[src/rtl/fifo_dac_reader.sv]
// FIFO drain to DAC: primes on almost-empty, then reads one sample per
// divider tick, converts to offset binary and counts underruns.
module fifo_dac_reader #(
  parameter int DATA_WIDTH    = 14,
  parameter int DIV_WIDTH     = 16,
  parameter int OFFSET_BINARY = 1
) (
  input  logic                  clk,
  input  logic                  rst,
  input  logic                  enable,
  input  logic [DIV_WIDTH-1:0]  rate_div,
  input  logic                  fifo_empty,
  input  logic                  fifo_almst_empty,
  input  logic [DATA_WIDTH-1:0] fifo_rd_data,
  output logic                  fifo_rd_en,
  output logic [DATA_WIDTH-1:0] dac_data,
  output logic                  dac_valid,
  output logic [7:0]            underrun_cnt,
  input  logic                  underrun_clr,
  output logic                  busy
);

  // XOR mask doubles as the midscale code shown after reset
  localparam logic [DATA_WIDTH-1:0] MSB_MASK =
    (OFFSET_BINARY != 0) ? {1'b1, {(DATA_WIDTH-1){1'b0}}}
                         : {DATA_WIDTH{1'b0}};

  typedef enum logic [1:0] {
    IDLE,
    PRIME,
    RUN
  } state_t;

  state_t                r_state;
  logic [DIV_WIDTH-1:0]  r_div_cnt;
  logic                  r_busy;
  logic                  r_rd_pend;
  logic                  r_dac_valid;
  logic [DATA_WIDTH-1:0] r_dac_data;
  logic [7:0]            r_urun_cnt;

  logic w_tick;
  logic w_go;
  logic w_underrun;

  assign w_tick     = (r_state == RUN) && (r_div_cnt == '0);
  assign w_go       = w_tick && enable;
  assign w_underrun = w_go && fifo_empty;

  assign fifo_rd_en   = w_go && !fifo_empty;
  assign dac_data     = r_dac_data;
  assign dac_valid    = r_dac_valid;
  assign underrun_cnt = r_urun_cnt;
  assign busy         = r_busy;

  always_ff @(posedge clk or posedge rst) begin
    if (rst) begin
      r_state   <= IDLE;
      r_div_cnt <= '0;
      r_busy    <= 1'b0;
    end else begin
      unique case (r_state)
        IDLE: begin
          if (enable) begin
            r_state <= PRIME;
            r_busy  <= 1'b1;
          end
        end
        PRIME: begin
          if (!enable) begin
            r_state <= IDLE;
            r_busy  <= 1'b0;
          end else if (!fifo_almst_empty) begin
            r_state   <= RUN;
            r_div_cnt <= '0;
          end
        end
        RUN: begin
          if (!enable) begin
            r_state <= IDLE;
            r_busy  <= 1'b0;
          end else if (w_underrun) begin
            r_state <= PRIME;
          end else if (w_tick) begin
            r_div_cnt <= rate_div;
          end else begin
            r_div_cnt <= r_div_cnt - 1'b1;
          end
        end
        default: begin
          r_state <= IDLE;
          r_busy  <= 1'b0;
        end
      endcase
    end
  end

  // Capture lands one cycle after the read, regardless of state
  always_ff @(posedge clk or posedge rst) begin
    if (rst) begin
      r_rd_pend   <= 1'b0;
      r_dac_valid <= 1'b0;
      r_dac_data  <= MSB_MASK;
    end else begin
      r_rd_pend   <= fifo_rd_en;
      r_dac_valid <= r_rd_pend;
      if (r_rd_pend) begin
        r_dac_data <= fifo_rd_data ^ MSB_MASK;
      end
    end
  end

  always_ff @(posedge clk or posedge rst) begin
    if (rst) begin
      r_urun_cnt <= 8'd0;
    end else if (underrun_clr) begin
      r_urun_cnt <= w_underrun ? 8'd1 : 8'd0;
    end else if (w_underrun && (r_urun_cnt != 8'hFF)) begin
      r_urun_cnt <= r_urun_cnt + 8'd1;
    end
  end

endmodule

[config.mk]
export PLATFORM = sky130hd
export DESIGN_NAME = fifo_dac_reader
export DESIGN_NICKNAME = d
export VERILOG_FILES = /design/src/rtl/fifo_dac_reader.sv
export SDC_FILE = /design/constraint.sdc
export NUM_CORES = 1
export LEC_CHECK = 0
export CAP_MARGIN = 40
export CORE_UTILIZATION = 53
export DETAILED_ROUTE_END_ITERATION = 10
export PLACE_DENSITY_LB_ADDON = 0.1
export SETUP_SLACK_MARGIN = 0.4
export SYNTH_ARGS = -nofsm -noshare
export SYNTH_HDL_FRONTEND = slang
export SYNTH_SLANG_ARGS = --single-unit
export TNS_END_PERCENT = 5
[constraint.sdc]
create_clock -name clk -period 4.2 [get_ports clk]
set_clock_uncertainty 0.1 [all_clocks]
set_input_delay 0.42 -clock clk [delete_from_list [all_inputs] [get_ports clk]]
set_output_delay 0.42 -clock clk [all_outputs]
set_load 0.02 [all_outputs]
==> impl_results.md, run 1 <==
* Synth top area share at 0.431
* Post-CTS sizing at 0
* FF+latch count, synth at 43
* NumNets Final at 349
* Netlist Area Pre-Place at 0.00244 sq mm
* Synth area leaders: dfrtp_1 (43%), mux2_2 (7.4%), a21oi_1 (4.7%)
* Final-report setup violation count at 0
* Distinct cells, synth at 50
* Core Region at 0.00438 sq mm
* PwrDens at approximately 670 mW/mm^2
* Synth Flop Type: dfrtp_1
* Antenna-violating nets left at 0
* Mean Syn Cell Area at between 9 and 10 sq um
* Worst EP arrival at roughly 2.6 ns
* Clock Path Buffers at 2
* Final WS setup at 1.04 ns
* Hold path cells at 1
* Crit path capture type: output port
* Gr usage total at 0.253
* Global route overflow at 0
* Clk slew on worst S/H paths at about 0.09 ns
* Hold Fails Final Rpt at 0
* PortBufs at 60
* Num ports at 61
* Number of synthesized flops with an enable pin at 0
* DR vias at between 2000 and 2500
* Rows at 24
* Crit-path cells: nor3_1 > and2_1 > nand3_1 > nor4b_1 > clkdlybuf4s50_1
* Relative slew margins at 0.497
* Fillcell total at ~350
* FF/Latch Area at between 0.001 and 0.0015 sq mm
* Commonest cells post-synth: dfrtp_1 (42), a21oi_1 (23), inv_1 (17)
* Req. time, crit path at 3.68 ns
* First-pass GRT wire length at 9.89 mm
* Clock Tree Root: clkbuf_8
* CTS Buf Count at 5
* Number of max-cap violations at 0
* Met1 wire length at approximately 2.6 mm
* Number of iterations in the first detailed-routing pass at 4
* Leak pwr at approximately 1.3 nW
* Outcome: finished, final reports clean
* Final WL at 5.98 mm
* CTS Sinks at 43
* Synth-to-Final Area Change at 30.7%
* Initial drt markers at approximately 130
* Die footprint at 0.00488 sq mm
* Multi-input gate area at approximately 0.0012 sq mm
* Number of diodes at 0
* Worst-margin pin slew at roughly 0.75 ns
* H-tree Lvls at 2
* Hpwl dp at 4.14 mm
* Largest fanout on the critical path at 5
* TritonCTS clock tree: done
* Hold Crit Class: reg2reg
* Ys Warns at 0
* Minimum clock period at 3.16 ns
* Highest routed metal layer: met4
* Final period utilization at 0.752
* Initial Util at 0.557
* Peak supply drop at between 400 and 500 uV
* Largest net degree at the start of global routing at 44
* CP Launch Type: flop
* F_max at about 0.32 GHz
* GPL Wtd Cong at just under 0.9
* Setup CP Type: reg2out
* Drt drc at 0
* Sequential fraction of the synthesis area at 0.441
* Pre-CTS WS at 1.41 ns
* RSZ-0062 raised after global routing: false
* Pins over their slew limit at 0
* Post-CTS Setup Repair Bufs at 0
* Slowest cell on crit path: clkdlybuf4s50_1
* Final setup TNS at 0 ns
* Number of global-route vias before repair at about 2200
* Die W at between 60 and 70 um
* Initial antenna violation count at 0
* Hold_buf cts at 0
* Critical path's largest stage delay at about 0.69 ns
* Routed len/inst at 16.7 um
* Area leader, netlist: dfrtp_1
* Met3 WL at between 300 and 400 um
* Worst r2r path cells at 5
* Most frequent cell after synthesis: dfrtp_1
* Via density at 6.13
* Share of cells above drive strength 1 at 0.121
* DR WL met2 at 2.91 mm
* Clk_lat worst skew at 0.31 ns
* Post-synth ARST share at 1.00
* Synthesized netlist cell count at 249
* Syn_nets at 292
* Chip height at roughly 70 um
[worst max-delay path: cells and delay by family, from the launching register on]
family | cells | cell delay (ns)
flops | 1 | 0.43
simple gates | 4 | 1.21
buf+inv | 1 | 0.69
[where the power goes]
group | internal (mW) | leakage [nW] | switching, mW
logic | 0.496 | 0.684 | 0.667
clock network | 0.180 | 0.0587 | 0.157
registers | 0.533 | 0.577 | 0.106
total | 1.21 | 1.32 | 0.931
[sequential cells by signal (all words and copies together) (netlist names)]
signal,flops
busy,1
dac_data,14
dac_valid,1
r_div_cnt,16
r_rd_pend,1
r_state,2
underrun_cnt,8
[layout by cell type (no fill, tap or decap), types with 4 or more instances in the layout]
master | synthesis | routed
clkdlybuf4s50_1 | 0 | 60
o211ai_1 | 6 | 6
ha_1 | 7 | 7
dfrtp_1 | 42 | 42
nand3_1 | 10 | 10
buf_4 | 1 | 4
o21ai_0 | 13 | 13
o22ai_1 | 9 | 9
inv_1 | 17 | 17
nand2_1 | 10 | 10
nor2_1 | 11 | 11
mux2_2 | 16 | 16
a211oi_1 | 13 | 13
mux2i_1 | 4 | 4
nor3_1 | 4 | 4
a21oi_1 | 23 | 23
nor4_1 | 5 | 5
clkbuf_8 | 0 | 5
[path summary, 6_finish.rpt]
| kind | slack, ns | endpoint | from |
|---|---|---|---|
| setup / recovery | 1.04 | fifo_rd_en | r_div_cnt[9] |
| hold / removal | 0.41 | dac_data[2] | dac_data[2] |
| setup reg to reg | 1.46 | r_div_cnt[11] | r_div_cnt[12] |
| hold reg to reg | 0.41 | dac_data[2] | dac_data[2] |
| max in group asynchronous | 3.17 | dac_data[13] | rst |
| min in group asynchronous | 0.46 | underrun_cnt[6] | rst |
[stage by stage]
stage | instances | power (mW) | util | instance area, sq um | hold slack [ns]
after floorplan | 249 | 1.44 | - | 2440 | 0.252
after global placement | 349 | 1.76 | 0.699 | 3060 | 0.378
after detailed placement | 351 | 1.79 | 0.701 | 3070 | 0.395
after CTS | 359 | 2.13 | 0.728 | 3190 | 0.415
after global routing | 359 | 2.28 | 0.728 | 3190 | 0.435
final | 359 | 2.14 | 0.728 | 3190 | 0.411
[cell type report]
| cell class | instances | area share |
|---|---|---|
| flip-flops and latches | 43 | 0.338 |
| multi-input cells | 174 | 0.387 |
| inverters | 17 | 0.0200 |
| repair buffers | 65 | 0.199 |
| clock buffers | 5 | 0.0216 |
| clock inverters | 3 | 0.0149 |
| well taps | 52 | 0.0204 |
[cells by family (layout without fill, tap and decap cells)]
kind of cell,Yosys count,after routing,share of synthesized area
compound gates,80,80,0.210
simple gates,66,66,0.166
flops,43,43,0.441
buf+inv,32,90,0.0533
mux,20,20,0.0902
fa+ha+maj,7,7,0.0359
xor+xnor,1,1,0.00359
[per-layer routing]
| metal | vias up | GRT usage |
|---|---|---|
| met5 | - | 0 |
| met4 | 0 | 0.0733 |
| met3 | 10 | 0.0505 |
| met2 | 101 | 0.427 |
| met1 | 1045 | 0.331 |
| li1 | 1043 | - |
Note: power is estimated with default switching activity, not from simulation.
==> run 2: changes to the inputs <==
--- a/config.mk
+++ b/config.mk
@@ -6,7 +6,7 @@
 export NUM_CORES = 1
 export LEC_CHECK = 0
 export CAP_MARGIN = 40
-export CORE_UTILIZATION = 53
+export CORE_UTILIZATION = 44
 export DETAILED_ROUTE_END_ITERATION = 10
 export PLACE_DENSITY_LB_ADDON = 0.1
 export SETUP_SLACK_MARGIN = 0.4
==> constraint.sdc (replaced) <==
create_clock -name clk -period 2.9 [get_ports clk]
set_clock_uncertainty 0.1 [all_clocks]
set_input_delay 0.29 -clock clk [delete_from_list [all_inputs] [get_ports clk]]
set_output_delay 0.29 -clock clk [all_outputs]
set_load 0.02 [all_outputs]
==> run 2 against run 1 <==
Net effect:
- clock-buffer cell count unchanged
- first-iteration DRC count increased by 7.0%
- core utilization decreased by 9.6 points
- cell count increased by 7.2%
- routed wire length increased by 1.6%
- critical path depth decreased by 1
- worst setup slack got worse by 0.58 ns
==> impl_results.md, run 2 (same netlist as run 1, synthesis figures left out) <==
* Outcome: finished, final reports clean (unchanged)
* Hpwl dp at 4.29 mm (was 4.14 mm)
* R2R Setup Slk at 0.54 ns (was 1.46 ns)
* Hold_buf cts at 0 (unchanged)
* Final WL at 6.08 mm (was 5.98 mm)
* Final setup TNS at 0 ns (unchanged)
* Worst EP arrival at 2.05 ns (was 2.64 ns)
* Hold Fails Final Rpt at 0 (unchanged)
* CP Launch Type: flop (unchanged)
* DP Area at 0.00318 sq mm (was 0.00307 sq mm)
* Post-CTS sizing at 3 (was 0)
* RSZ-0062 raised after global routing: true (was false)
* Number of global-route vias before repair at 2216 (was 2159)
* Antenna-violating nets left at 0 (unchanged)
* Chip height at 76.5 um (was 69.9 um)
* Final-report setup violation count at 0 (unchanged)
* Multi-input gate area at 0.00125 sq mm (was 0.00123 sq mm)
* DR vias at 2234 (was 2199)
* Rows at 26 (was 24)
* GPL Wtd Cong at 0.877 (was 0.887)
* Worst-margin pin slew at 0.632 ns (was 0.754 ns)
* Die W at 76.5 um (was 69.9 um)
* Worst r2r dst: underrun_cnt[6] (was r_div_cnt[11])
* Setup CP Type: reg2out (unchanged)
* Clk slew on worst S/H paths at 0.09 ns (about the same)
* Final hold slack at 0.263 ns (was 0.411 ns)
* Share of cells above drive strength 1 at 0.156 (was 0.121)
* TritonCTS clock tree: done (unchanged)
* CTS Sinks at 43 (unchanged)
* Final Cell Area at 0.00331 sq mm (was 0.00319 sq mm)
* CTS Buf Count at 5 (unchanged)
* Part of the power in the clock network at 0.152 (was 0.158)
* Req. time, crit path at 2.51 ns (was 3.68 ns)
* NumNets Final at 357 (was 349)
* Post-CTS Setup Repair Bufs at 0 (unchanged)
* Drt drc at 0 (unchanged)
* Initial antenna violation count at 0 (unchanged)
* Core Region at 0.00524 sq mm (was 0.00438 sq mm)
* Routed len/inst at 15.8 um (was 16.7 um)
* PwrDens at 966 mW/mm^2 (was 671 mW/mm^2)
* Crit-path cells: nor4_4 > nand3_1 > nor4b_2 > dlygate4sd2_1 (was nor3_1 > and2_1 > nand3_1 > nor4b_1 > clkdlybuf4s50_1)
* Critical path's largest stage delay at 0.46 ns (was 0.69 ns)
* Reg2reg start: r_state[0] (was r_div_cnt[12])
* First-pass GRT wire length at 10.5 mm (was 9.89 mm)
* Psw at 1.38 mW (was 931 uW)
* WP buf/inv at 1 (unchanged)
* Largest Register: r_div_cnt (unchanged)
* Most frequent cells in the layout: clkdlybuf4s50_1 (59), dfrtp_1 (42), a21oi_1 (23) (was clkdlybuf4s50_1 (60), dfrtp_1 (42), a21oi_1 (23))
* Register share of total power at 0.292 (was 0.299)
* FF/Latch Area at 0.00108 sq mm (unchanged)
* Pins over their slew limit at 0 (unchanged)
* Peak supply drop at 466 uV (was 416 uV)
* Slowest cell on crit path: dfrtp_1 (was clkdlybuf4s50_1)
* Final WS setup at 0.459 ns (was 1.04 ns)
* Hold Crit Class: in2async (was reg2reg)
* Largest fanout on the critical path at 5 (unchanged)
* Worst r2r path cells at 7 (was 5)
* Number of max-cap violations at 0 (unchanged)
* Switching Fraction at 0.431 (was 0.435)
* Initial drt markers at 137 (was 128)
* H-tree Lvls at 2 (unchanged)
* Clock Path Buffers at 2 (unchanged)
* Clock Tree Root: clkbuf_8 (unchanged)
* P_int at 1.82 mW (was 1.21 mW)
* Die footprint at 0.00585 sq mm (was 0.00488 sq mm)
* Largest net degree at the start of global routing at 29 (was 44)
* Clk_lat worst skew at 0.31 ns (about the same)
* Fillcell total at 461 (was 346)
* Gr usage total at 0.223 (was 0.253)
* Most common cell after layout, fill and taps aside: clkdlybuf4s50_1 (unchanged)
* Num ports at 61 (unchanged)
* Initial Util at 0.466 (was 0.557)
* Leak pwr at 1.38 nW (was 1.32 nW)
* F_max at around 0.41 GHz
* Number of diodes at 0 (unchanged)
* CP delay by family, top: simple AND/OR/NAND/NOR gates (unchanged)
* Pre-CTS WS at 0.401 ns (was 1.41 ns)
* Minimum clock period at between 2 and 2.5 ns
* Final period utilization at 0.842
* PortBufs at 60 (unchanged)
* Via density at 5.80 (was 6.13)
* Global route overflow at 0 (unchanged)
* Crit path capture type: output port (unchanged)
* Number of iterations in the first detailed-routing pass at 4 (unchanged)
* Synth-to-Final Area Change at 35.6% (was 30.7%)
* Relative slew margins at 0.578 (was 0.497)
* Combinational power share at 0.556 (was 0.544)
* Max reg flops at 16 (unchanged)
[run 2: power groups by stage]
stage	combinational [mW]	sequential [mW]	clock [mW]
final	1.78	0.934	0.484
after global routing	1.96	0.959	0.526
after CTS	1.77	0.931	0.500
after detailed placement	1.74	0.934	0
after global placement	1.71	0.926	0
after floorplan	1.08	1.01	0
[run 2: worst max-delay path by stage]
stage | start | end | cells past startpoint
after global placement | r_state[0] | r_div_cnt[10] | 7
final | r_div_cnt[2] | fifo_rd_en | 4
after detailed placement | r_div_cnt[6] | fifo_rd_en | 5
after global routing | r_div_cnt[2] | fifo_rd_en | 4
after CTS | r_state[0] | underrun_cnt[6] | 7
after floorplan | r_div_cnt[8] | fifo_rd_en | 6
[run 2: layout make-up]
cell class,count,area share
Inverter,17,0.0193
Timing Repair Buffer,73,0.214
Clock buffer,5,0.0208
Tap cell,70,0.0265
Multi-Input combinational cell,174,0.379
Sequential cell,43,0.326
Clock inverter,3,0.0144
[run 2: per-stage QoR]
stage / total power [mW] / util / std cells
after floorplan: 2.09 / - / 249
final: 3.20 / 0.632 / 385
after CTS: 3.20 / 0.632 / 385
after global placement: 2.64 / 0.606 / 376
after detailed placement: 2.67 / 0.607 / 377
after global routing: 3.45 / 0.632 / 385
[run 2: metal layers]
metal	vias up	global-route usage	part of all wire
met5	-	0	0
met4	0	0.0769	0.010
met3	6	0.0455	0.058
met2	84	0.368	0.50
met1	1085	0.289	0.44
li1	1059	-	-
==> run 3: changes to the inputs <==
==> constraint.sdc (replaced) <==
create_clock -name clk -period 2.1 [get_ports clk]
set_clock_uncertainty 0.1 [all_clocks]
set_input_delay 0.21 -clock clk [delete_from_list [all_inputs] [get_ports clk]]
set_output_delay 0.21 -clock clk [all_outputs]
set_load 0.02 [all_outputs]
==> run 3 against run 2 <==
Net effect:
- cell count up 8.1%
- routed wire length up 10%
- worst hold slack worse by 0.019 ns
- via count up 5.2%
- register-to-register slack worse by 0.50 ns
- clock-buffer cell count up 1
==> impl_results.md, run 3 (same netlist as run 1, synthesis figures left out) <==
* NumNets Final at 388 (was 357)
* Multi-input gate area at 0.00134 sq mm (was 0.00125 sq mm)
* Antenna-violating nets left at 0 (unchanged)
* Synth-to-Final Area Change at 47.9% (was 35.6%)
* Outcome: finished, final reports clean (unchanged)
* Chip height at 76.5 um (unchanged)
* H-tree Lvls at 2 (unchanged)
* Largest Register: r_div_cnt (unchanged)
* Peak supply drop at 650 uV (was 466 uV)
* Initial antenna violation count at 0 (unchanged)
* Final setup TNS at 0 ns (unchanged)
* Final-report setup violation count at 0 (unchanged)
* Reg2reg start: r_div_cnt[12] (was r_state[0])
* Final period utilization at 0.981
* Rows at 26 (unchanged)
* Gr usage total at 0.241 (was 0.223)
* Worst r2r path cells at 6 (was 7)
* First-pass GRT wire length at 11.0 mm (was 10.5 mm)
* Hpwl dp at 4.56 mm (was 4.29 mm)
* Number of iterations in the first detailed-routing pass at 5 (was 4)
* Worst Setup SP: r_div_cnt[12] (was r_div_cnt[2])
* Max reg flops at 16 (unchanged)
* Most frequent cells in the layout: clkdlybuf4s50_1 (54), dfrtp_1 (42), buf_4 (40) (was clkdlybuf4s50_1 (59), dfrtp_1 (42), a21oi_1 (23))
* Final Cell Area at 0.00361 sq mm (was 0.00331 sq mm)
* PwrDens at 1350 mW/mm^2 (was 966 mW/mm^2)
* Minimum clock period at ~2 ns
* Clock Path Buffers at 2 (unchanged)
* F_max at ~0.5 GHz
* Number of global-route vias before repair at 2284 (was 2216)
* Worst-margin pin slew at 0.600 ns (was 0.632 ns)
* Leak pwr at 1.62 nW (was 1.38 nW)
* CP Launch Type: flop (unchanged)
* Routed len/inst at 16.1 um (was 15.8 um)
* Pins over their slew limit at 0 (unchanged)
* Final hold slack at 0.244 ns (was 0.263 ns)
* Number of diodes at 0 (unchanged)
* TritonCTS clock tree: done (unchanged)
* Clk slew on worst S/H paths at 0.08 ns (was 0.09 ns)
* Initial Util at 0.466 (unchanged)
* Largest net degree at the start of global routing at 44 (was 29)
* Hold Crit Class: in2async (unchanged)
* Drt drc at 0 (unchanged)
* Power Total at 4.88 mW (was 3.20 mW)
* Final core utilization at 0.689 (was 0.632)
* PortBufs at 60 (unchanged)
* Relative slew margins at 0.600 (was 0.578)
* GPL Wtd Cong at 0.853 (was 0.877)
* Worst r2r dst: underrun_cnt[6] (unchanged)
* Setup CP Type: reg2reg (was reg2out)
* Via density at 5.65 (was 5.80)
* RSZ-0062 raised after global routing: true (unchanged)
* Die footprint at 0.00585 sq mm (unchanged)
* Clock Tree Root: clkbuf_8 (unchanged)
* FF/Latch Area at 0.00108 sq mm (unchanged)
* Core Region at 0.00524 sq mm (unchanged)
* CTS Sinks at 43 (unchanged)
* Global route overflow at 0 (unchanged)
* DP Area at 0.00341 sq mm (was 0.00318 sq mm)
* Most common cell after layout, fill and taps aside: clkdlybuf4s50_1 (unchanged)
* Final WL at 6.70 mm (was 6.08 mm)
* R2R Setup Slk at 0.04 ns (was 0.54 ns)
* Num ports at 61 (unchanged)
* Hold Fails Final Rpt at 0 (unchanged)
* DR vias at 2350 (was 2234)
* Number of max-cap violations at 0 (unchanged)
* Die W at 76.5 um (unchanged)
* Fillcell total at 434 (was 461)
* Largest fanout on the critical path at 5 (unchanged)
* Share of cells above drive strength 1 at 0.269 (was 0.156)
* Crit path capture type: flop (was output port)
* Initial drt markers at 201 (was 137)
* Worst EP arrival at 2.16 ns (was 2.05 ns)
* CP endpoint: underrun_cnt[6] (was fifo_rd_en)
* Clk_lat worst skew at 0.30 ns (was 0.31 ns)
* CTS Buf Count at 5 (unchanged)
* Req. time, crit path at 2.20 ns (was 2.51 ns)
## run 3: power breakdown
group	switching (mW)	total, mW	leakage [nW]	internal [mW]
logic	1.62	3.09	1.00	1.47
clock network	0.302	0.535	0.0412	0.233
registers	0.183	1.25	0.577	1.07
total	2.11	4.88	1.62	2.77
## run 3: how the worst min path moves through the flow
stage | slack (ns) | endpoint | depth (start not counted)
floorplan | 0.16 | dac_data[13] | 1
global placement | 0.38 | dac_data[13] | 2
detailed placement | 0.39 | dac_data[13] | 2
CTS | 0.26 | dac_data[1] | 3
global route | 0.32 | dac_data[1] | 3
finish | 0.24 | r_div_cnt[12] | 3
## run 3: metrics by stage
stage / instances / setup WS (ns)
after floorplan: 249 / 0.0118
after global placement: 404 / -0.00660
after detailed placement: 404 / -0.0455
after CTS: 413 / 0.00810
after global routing: 416 / -0.0360
final: 416 / 0.0409
## run 3: per-layer routing
metal  routed length (um)  up-vias  GRT usage  share of wire
li1                     -     1124          -              -
met2                 3200      103      0.388           0.48
met3                  406       16     0.0515          0.061
met5                    0        -          0              0
met4                  126        0     0.0808          0.019
met1                 2960     1107      0.322           0.44
## run 3: critical path, stage by stage (launching register included)
cell and delay (ns):
dfrtp_1 0.42, nor4_4 0.30, buf_4 0.16, and3b_2 0.22, nand4_4 0.11, or4_1 0.47, and3b_1 0.17
## run 3: what timing repair did
item / in CTS / in global routing
cloned: 0 / 1
resized for setup: 6 / 23
pin swaps: 2 / 9
hold buffers: 0 / 0
endpoints found under the setup margin: 28 / 32
buffers inserted: 1 / 2
## run 3: area by class of cell
type / instances / area share
Clock buffer: 6 / 0.0201
Sequential cell: 43 / 0.298
Timing Repair Buffer: 104 / 0.265
Inverter: 17 / 0.0177
Tap cell: 70 / 0.0243
Clock inverter: 2 / 0.00347
Multi-Input combinational cell: 174 / 0.371
